[src/rtl/seq_nonrestoring_divider.sv]
// Multi-cycle non-restoring divider: one quotient bit per clock,
// signed/unsigned per request, divide-by-zero detection.
module seq_nonrestoring_divider #(
    parameter int WIDTH = 8
) (
    input  logic             clk,
    input  logic             rst_n,
    input  logic             start,
    input  logic             signed_mode,
    input  logic [WIDTH-1:0] dividend,
    input  logic [WIDTH-1:0] divisor,
    output logic             busy,
    output logic             done,
    output logic [WIDTH-1:0] quotient,
    output logic [WIDTH-1:0] remainder,
    output logic             div_by_zero
);

    localparam int CW = $clog2(WIDTH + 1);

    typedef enum logic [1:0] {
        S_IDLE,
        S_CALC,
        S_FIX
    } state_t;

    state_t           r_state;
    state_t           w_state_nxt;
    logic [WIDTH:0]   r_a;
    logic [WIDTH-1:0] r_q;
    logic [WIDTH-1:0] r_d;
    logic [CW-1:0]    r_cnt;
    logic             r_q_neg;
    logic             r_r_neg;
    logic             r_dz;
    logic             r_busy;
    logic             r_done;
    logic             r_dbz;
    logic [WIDTH-1:0] r_quot;
    logic [WIDTH-1:0] r_rem;

    logic             w_div_zero;
    logic             w_dvd_neg;
    logic             w_dvs_neg;
    logic [WIDTH-1:0] w_dvd_mag;
    logic [WIDTH-1:0] w_dvs_mag;
    logic [WIDTH:0]   w_shift;
    logic [WIDTH:0]   w_d_ext;
    logic [WIDTH:0]   w_a_step;
    logic [WIDTH:0]   w_a_fix;
    logic [WIDTH-1:0] w_quot_fix;
    logic [WIDTH-1:0] w_rem_fix;

    assign w_div_zero = (divisor == '0);
    assign w_dvd_neg  = signed_mode & dividend[WIDTH-1];
    assign w_dvs_neg  = signed_mode & divisor[WIDTH-1];
    assign w_dvd_mag  = w_dvd_neg ? -dividend : dividend;
    assign w_dvs_mag  = w_dvs_neg ? -divisor : divisor;

    // Accumulator may wrap on the shift; the add/sub brings it back in range.
    assign w_d_ext    = {1'b0, r_d};
    assign w_shift    = {r_a[WIDTH-1:0], r_q[WIDTH-1]};
    assign w_a_step   = r_a[WIDTH] ? (w_shift + w_d_ext)
                                   : (w_shift - w_d_ext);
    assign w_a_fix    = r_a[WIDTH] ? (r_a + w_d_ext) : r_a;
    assign w_quot_fix = r_q_neg ? -r_q : r_q;
    assign w_rem_fix  = r_r_neg ? -w_a_fix[WIDTH-1:0]
                                : w_a_fix[WIDTH-1:0];

    always_ff @(posedge clk or negedge rst_n) begin
        if (!rst_n) begin
            r_state <= S_IDLE;
        end else begin
            r_state <= w_state_nxt;
        end
    end

    always_comb begin
        w_state_nxt = r_state;
        unique case (r_state)
            S_IDLE: begin
                if (start) begin
                    w_state_nxt = w_div_zero ? S_FIX : S_CALC;
                end
            end
            S_CALC: begin
                if (r_cnt == CW'(1)) begin
                    w_state_nxt = S_FIX;
                end
            end
            S_FIX: begin
                w_state_nxt = S_IDLE;
            end
            default: begin
                w_state_nxt = S_IDLE;
            end
        endcase
    end

    always_ff @(posedge clk or negedge rst_n) begin
        if (!rst_n) begin
            r_a     <= '0;
            r_q     <= '0;
            r_d     <= '0;
            r_cnt   <= '0;
            r_q_neg <= 1'b0;
            r_r_neg <= 1'b0;
            r_dz    <= 1'b0;
            r_busy  <= 1'b0;
            r_done  <= 1'b0;
            r_dbz   <= 1'b0;
            r_quot  <= '0;
            r_rem   <= '0;
        end else begin
            r_done <= 1'b0;
            unique case (r_state)
                S_IDLE: begin
                    if (start) begin
                        r_busy <= 1'b1;
                        r_dbz  <= 1'b0;
                        r_dz   <= w_div_zero;
                        r_a    <= '0;
                        r_cnt  <= CW'(WIDTH);
                        r_d    <= w_dvs_mag;
                        // On /0 the raw dividend rides in Q to the remainder.
                        if (w_div_zero) begin
                            r_q     <= dividend;
                            r_q_neg <= 1'b0;
                            r_r_neg <= 1'b0;
                        end else begin
                            r_q     <= w_dvd_mag;
                            r_q_neg <= w_dvd_neg ^ w_dvs_neg;
                            r_r_neg <= w_dvd_neg;
                        end
                    end
                end
                S_CALC: begin
                    r_a   <= w_a_step;
                    r_q   <= {r_q[WIDTH-2:0], ~w_a_step[WIDTH]};
                    r_cnt <= r_cnt - CW'(1);
                end
                S_FIX: begin
                    r_a    <= w_a_fix;
                    r_busy <= 1'b0;
                    r_done <= 1'b1;
                    r_dbz  <= r_dz;
                    if (r_dz) begin
                        r_quot <= '1;
                        r_rem  <= r_q;
                    end else begin
                        r_quot <= w_quot_fix;
                        r_rem  <= w_rem_fix;
                    end
                end
                default: begin
                    r_busy <= 1'b0;
                end
            endcase
        end
    end

    assign busy        = r_busy;
    assign done        = r_done;
    assign quotient    = r_quot;
    assign remainder   = r_rem;
    assign div_by_zero = r_dbz;

endmodule

[config.mk]
export PLATFORM = sky130hd
export DESIGN_NAME = seq_nonrestoring_divider
export DESIGN_NICKNAME = d
export VERILOG_FILES = /design/src/rtl/seq_nonrestoring_divider.sv
export SDC_FILE = /design/constraint.sdc
export NUM_CORES = 1
export LEC_CHECK = 0
export CORE_MARGIN = 4
export CORE_UTILIZATION = 55
export DETAILED_ROUTE_END_ITERATION = 7
export PLACE_DENSITY = 0.76
export SLEW_MARGIN = 40
export SYNTH_ARGS = -nofsm -noshare
export SYNTH_HDL_FRONTEND = slang
export SYNTH_SLANG_ARGS = --single-unit
export TNS_END_PERCENT = 30
[constraint.sdc]
create_clock -name clk -period 4.8 [get_ports clk]
set_clock_uncertainty 0.15 [all_clocks]
set_input_delay 0.72 -clock clk [delete_from_list [all_inputs] [get_ports clk]]
set_output_delay 0.72 -clock clk [all_outputs]
set_load 0.01 [all_outputs]
==> impl_metrics.toml <==
[logic_synthesis]
yosys_warnings = 0
synth_top_area_frac = 0.341
synth_area_leaders = "dfrtp_1, ha_1, xnor2_1"
syn_nets = 502
synth.largest_area_cell = "dfrtp_1"
ys_seq_elements = 53
synthesis.area_um2 = 3890
syn_inst = 451
syn_avg_cell_area_um2 = 8.63
synthFlopType = "dfrtp_1"
yosysSeqAreaShare = 0.341
async_reset_ff_frac = 1.00
synth_enable_flop_cells = 0
ys_types = 59

[grt]
grt_max_degree = 54
grt_pass1_vias = 3352
overflow = 0
antenna_found_initial = 0
track_usage = 0.227
grt_pass1_wl_um = 15600

[clock_tree]
clkLatencyLatePin_ns = 0.32
cts_resized = 0
cts.sinks = 53
cts_max_level = 2
cts-root-buf = "clkbuf_8"
clk_pin_slew_ns = 0.11
post_cts_buffers = 0
cts_hold_buf = 0
numCtsBuffers = 5
cts_tree = "built"
clock_path_buffers = 2

[setup_path]
required_ns = 4.87
startpoint_type = "register"
cp_max_fo = 7
rrSetupSlack_ns = 1.67
r2r_end = "r_q[0]"
crit_path_end_kind = "register"
r2r_cells = 12
r2r_start = "r_d[1]"
worst-setup-path-type = "reg -> reg"
cp.arrival_ns = 3.20

[power_and_ir_drop]
p_comb_frac = 0.617
clkPwrFrac = 0.099
vdd_drop_max_mv = 0.359
powerDensity_nw_per_um2 = 716
leakage_nw = 1.97
switching_share = 0.466
p_seq_frac = 0.284
power.switching_mw = 1.48
intPower_mw = 1.70

[sta]
hold_viol_final = 0
worst_pin_slew_ns = 0.837
fin_ws_ns = 1.67
slew_headroom = 0.442
rsz0062_at_grt = "no"
finalSetupViolCount = 0
min_period_over_period = 0.652
fmax_ghz = 0.320
slew_viol_final = 0
layout_min_cycle_time_ns = 3.13
finalSetupTns_ns = 0

[die]
die_x_um = 92.1
start_util = 0.570
die_h_um = 92.1
num_rows = 30
pin_count = 39
core_um2 = 6830
die-area_um2 = 8490

[finish]
layout_common_cells = "nand2_1, dfrtp_1, o21ai_0"
drive_gt1_frac = 0.0643
diodes = 0
final_common_cell = "nand2_1"
fillCellCount = 588
final_core_util = 0.650
nNetsFinal = 532
syn_to_final_growth_pct = 14.1

[run]
maxCapViolCount = 0

[place]
pre_cts_slack_ns = 1.64
io_buffers = 38
hpwl_um = 6860
place_congestion = 0.934

[status]
outcome = "finished, final reports clean"

[routing]
initialDrtViolationCount = 168
wire_per_inst_um = 15.9
drtPass1Iterations = 5
vias_per_cell = 5.82
dr_total_vias = 3362
drc = 0
ant_nets = 0
routed_wl_um = 9170

[worst_hold_path]
hold_class = "reg -> reg"
hold_path_end = "div_by_zero"
hold_path_depth = 1
worstHoldStart = "div_by_zero"
-- critical path, stage by stage (launching register included) --
cell	delay, ns
dfrtp_1	0.49
inv_1	0.10
ha_1	0.17
nor3b_1	0.51
nor2_1	0.11
xnor2_1	0.15
ha_1	0.21
a21o_1	0.16
a31oi_1	0.25
o21ai_0	0.17
xnor2_1	0.21
mux2i_1	0.10
mux2_2	0.27
-- cells by family (layout without fill, tap and decap cells) --
| group | Yosys count | in the layout | share of synthesized area |
|---|---|---|---|
| XOR/XNOR | 37 | 37 | 0.0832 |
| AND/OR/NAND/NOR | 137 | 137 | 0.165 |
| flip-flops | 53 | 53 | 0.341 |
| multiplexers | 18 | 18 | 0.0488 |
| AO/OA/AOI/OAI | 129 | 129 | 0.209 |
| adder cells (fa/ha/maj) | 31 | 31 | 0.103 |
| buffers and inverters | 46 | 77 | 0.0495 |
-- cell type report --
class / instances / area (um^2) / share of cell area
clock inverters: 3 / 43.8 / 0.00986
clock buffers: 5 / 68.8 / 0.0155
well taps: 96 / 120 / 0.0270
inverters: 28 / 105 / 0.0237
flip-flops and latches: 53 / 1330 / 0.299
repair buffers: 41 / 398 / 0.0896
multi-input cells: 352 / 2380 / 0.535
-- flip-flops by register name, summed over array words and instances (netlist names) --
signal	flops
r_q_neg	1
r_r_neg	1
r_a	9
r_q	8
remainder	8
quotient	8
r_dz	1
r_d	8
r_state	2
div_by_zero	1
busy	1
done	1
r_cnt	4
-- worst max-delay path by stage --
stage	startpoint	depth (start not counted)	end	slack [ns]
final	r_d[1]	12	r_q[0]	1.67
after global routing	r_d[1]	12	r_q[0]	1.44
after CTS	r_a[8]	10	r_q[0]	1.63
after detailed placement	r_a[8]	10	r_q[0]	1.64
after global placement	divisor[0]	10	r_q[6]	1.75
after floorplan	r_a[8]	12	r_q[0]	1.97
-- stage by stage --
stage | total power, mW | instance area [um^2] | cells | hold slack (ns)
after floorplan | 2.30 | 3890 | 451 | 0.274
after global placement | 2.78 | 4320 | 570 | 0.332
after detailed placement | 2.85 | 4330 | 570 | 0.335
after CTS | 3.18 | 4440 | 578 | 0.357
after global routing | 3.47 | 4440 | 578 | 0.379
final | 3.18 | 4440 | 578 | 0.353
-- synthesized netlist by cell type (3+ instances only) --
cell	number
clkbuf_1	13
o21a_1	3
nor2_1	28
a21oi_1	32
a31oi_1	7
mux2i_1	10
a22oi_1	3
xnor2_1	26
ha_1	29
dfrtp_1	53
nand2_1	56
a21o_1	3
o31ai_1	4
or3_1	4
o21ai_0	45
mux2_2	8
nand3_1	11
nor2b_1	7
xor2_1	11
o22a_1	8
nand2b_1	7
a211oi_1	3
inv_1	27
nor3_1	9
a211o_1	3
-- routing by layer --
metal | share of wire | wire length (um) | up-vias | GRT usage
li1 | - | - | 1648 | -
met3 | 0.044 | 407 | 11 | 0.0328
met5 | 0 | 0 | - | 0
met2 | 0.48 | 4370 | 95 | 0.386
met4 | 0.016 | 145 | 0 | 0.0792
met1 | 0.46 | 4240 | 1608 | 0.295
-- power groups by stage --
stage          registers, mW  clock network, mW  logic (mW)
2_1_floorplan          0.846                  0        1.45
3_3_place_gp           0.896                  0        1.89
3_5_place_dp           0.905                  0        1.95
4_1_cts                0.896              0.323        1.96
5_1_grt                0.935              0.339        2.20
6_report               0.904              0.316        1.96
No activity file was read; power rests on OpenSTA's default activity.
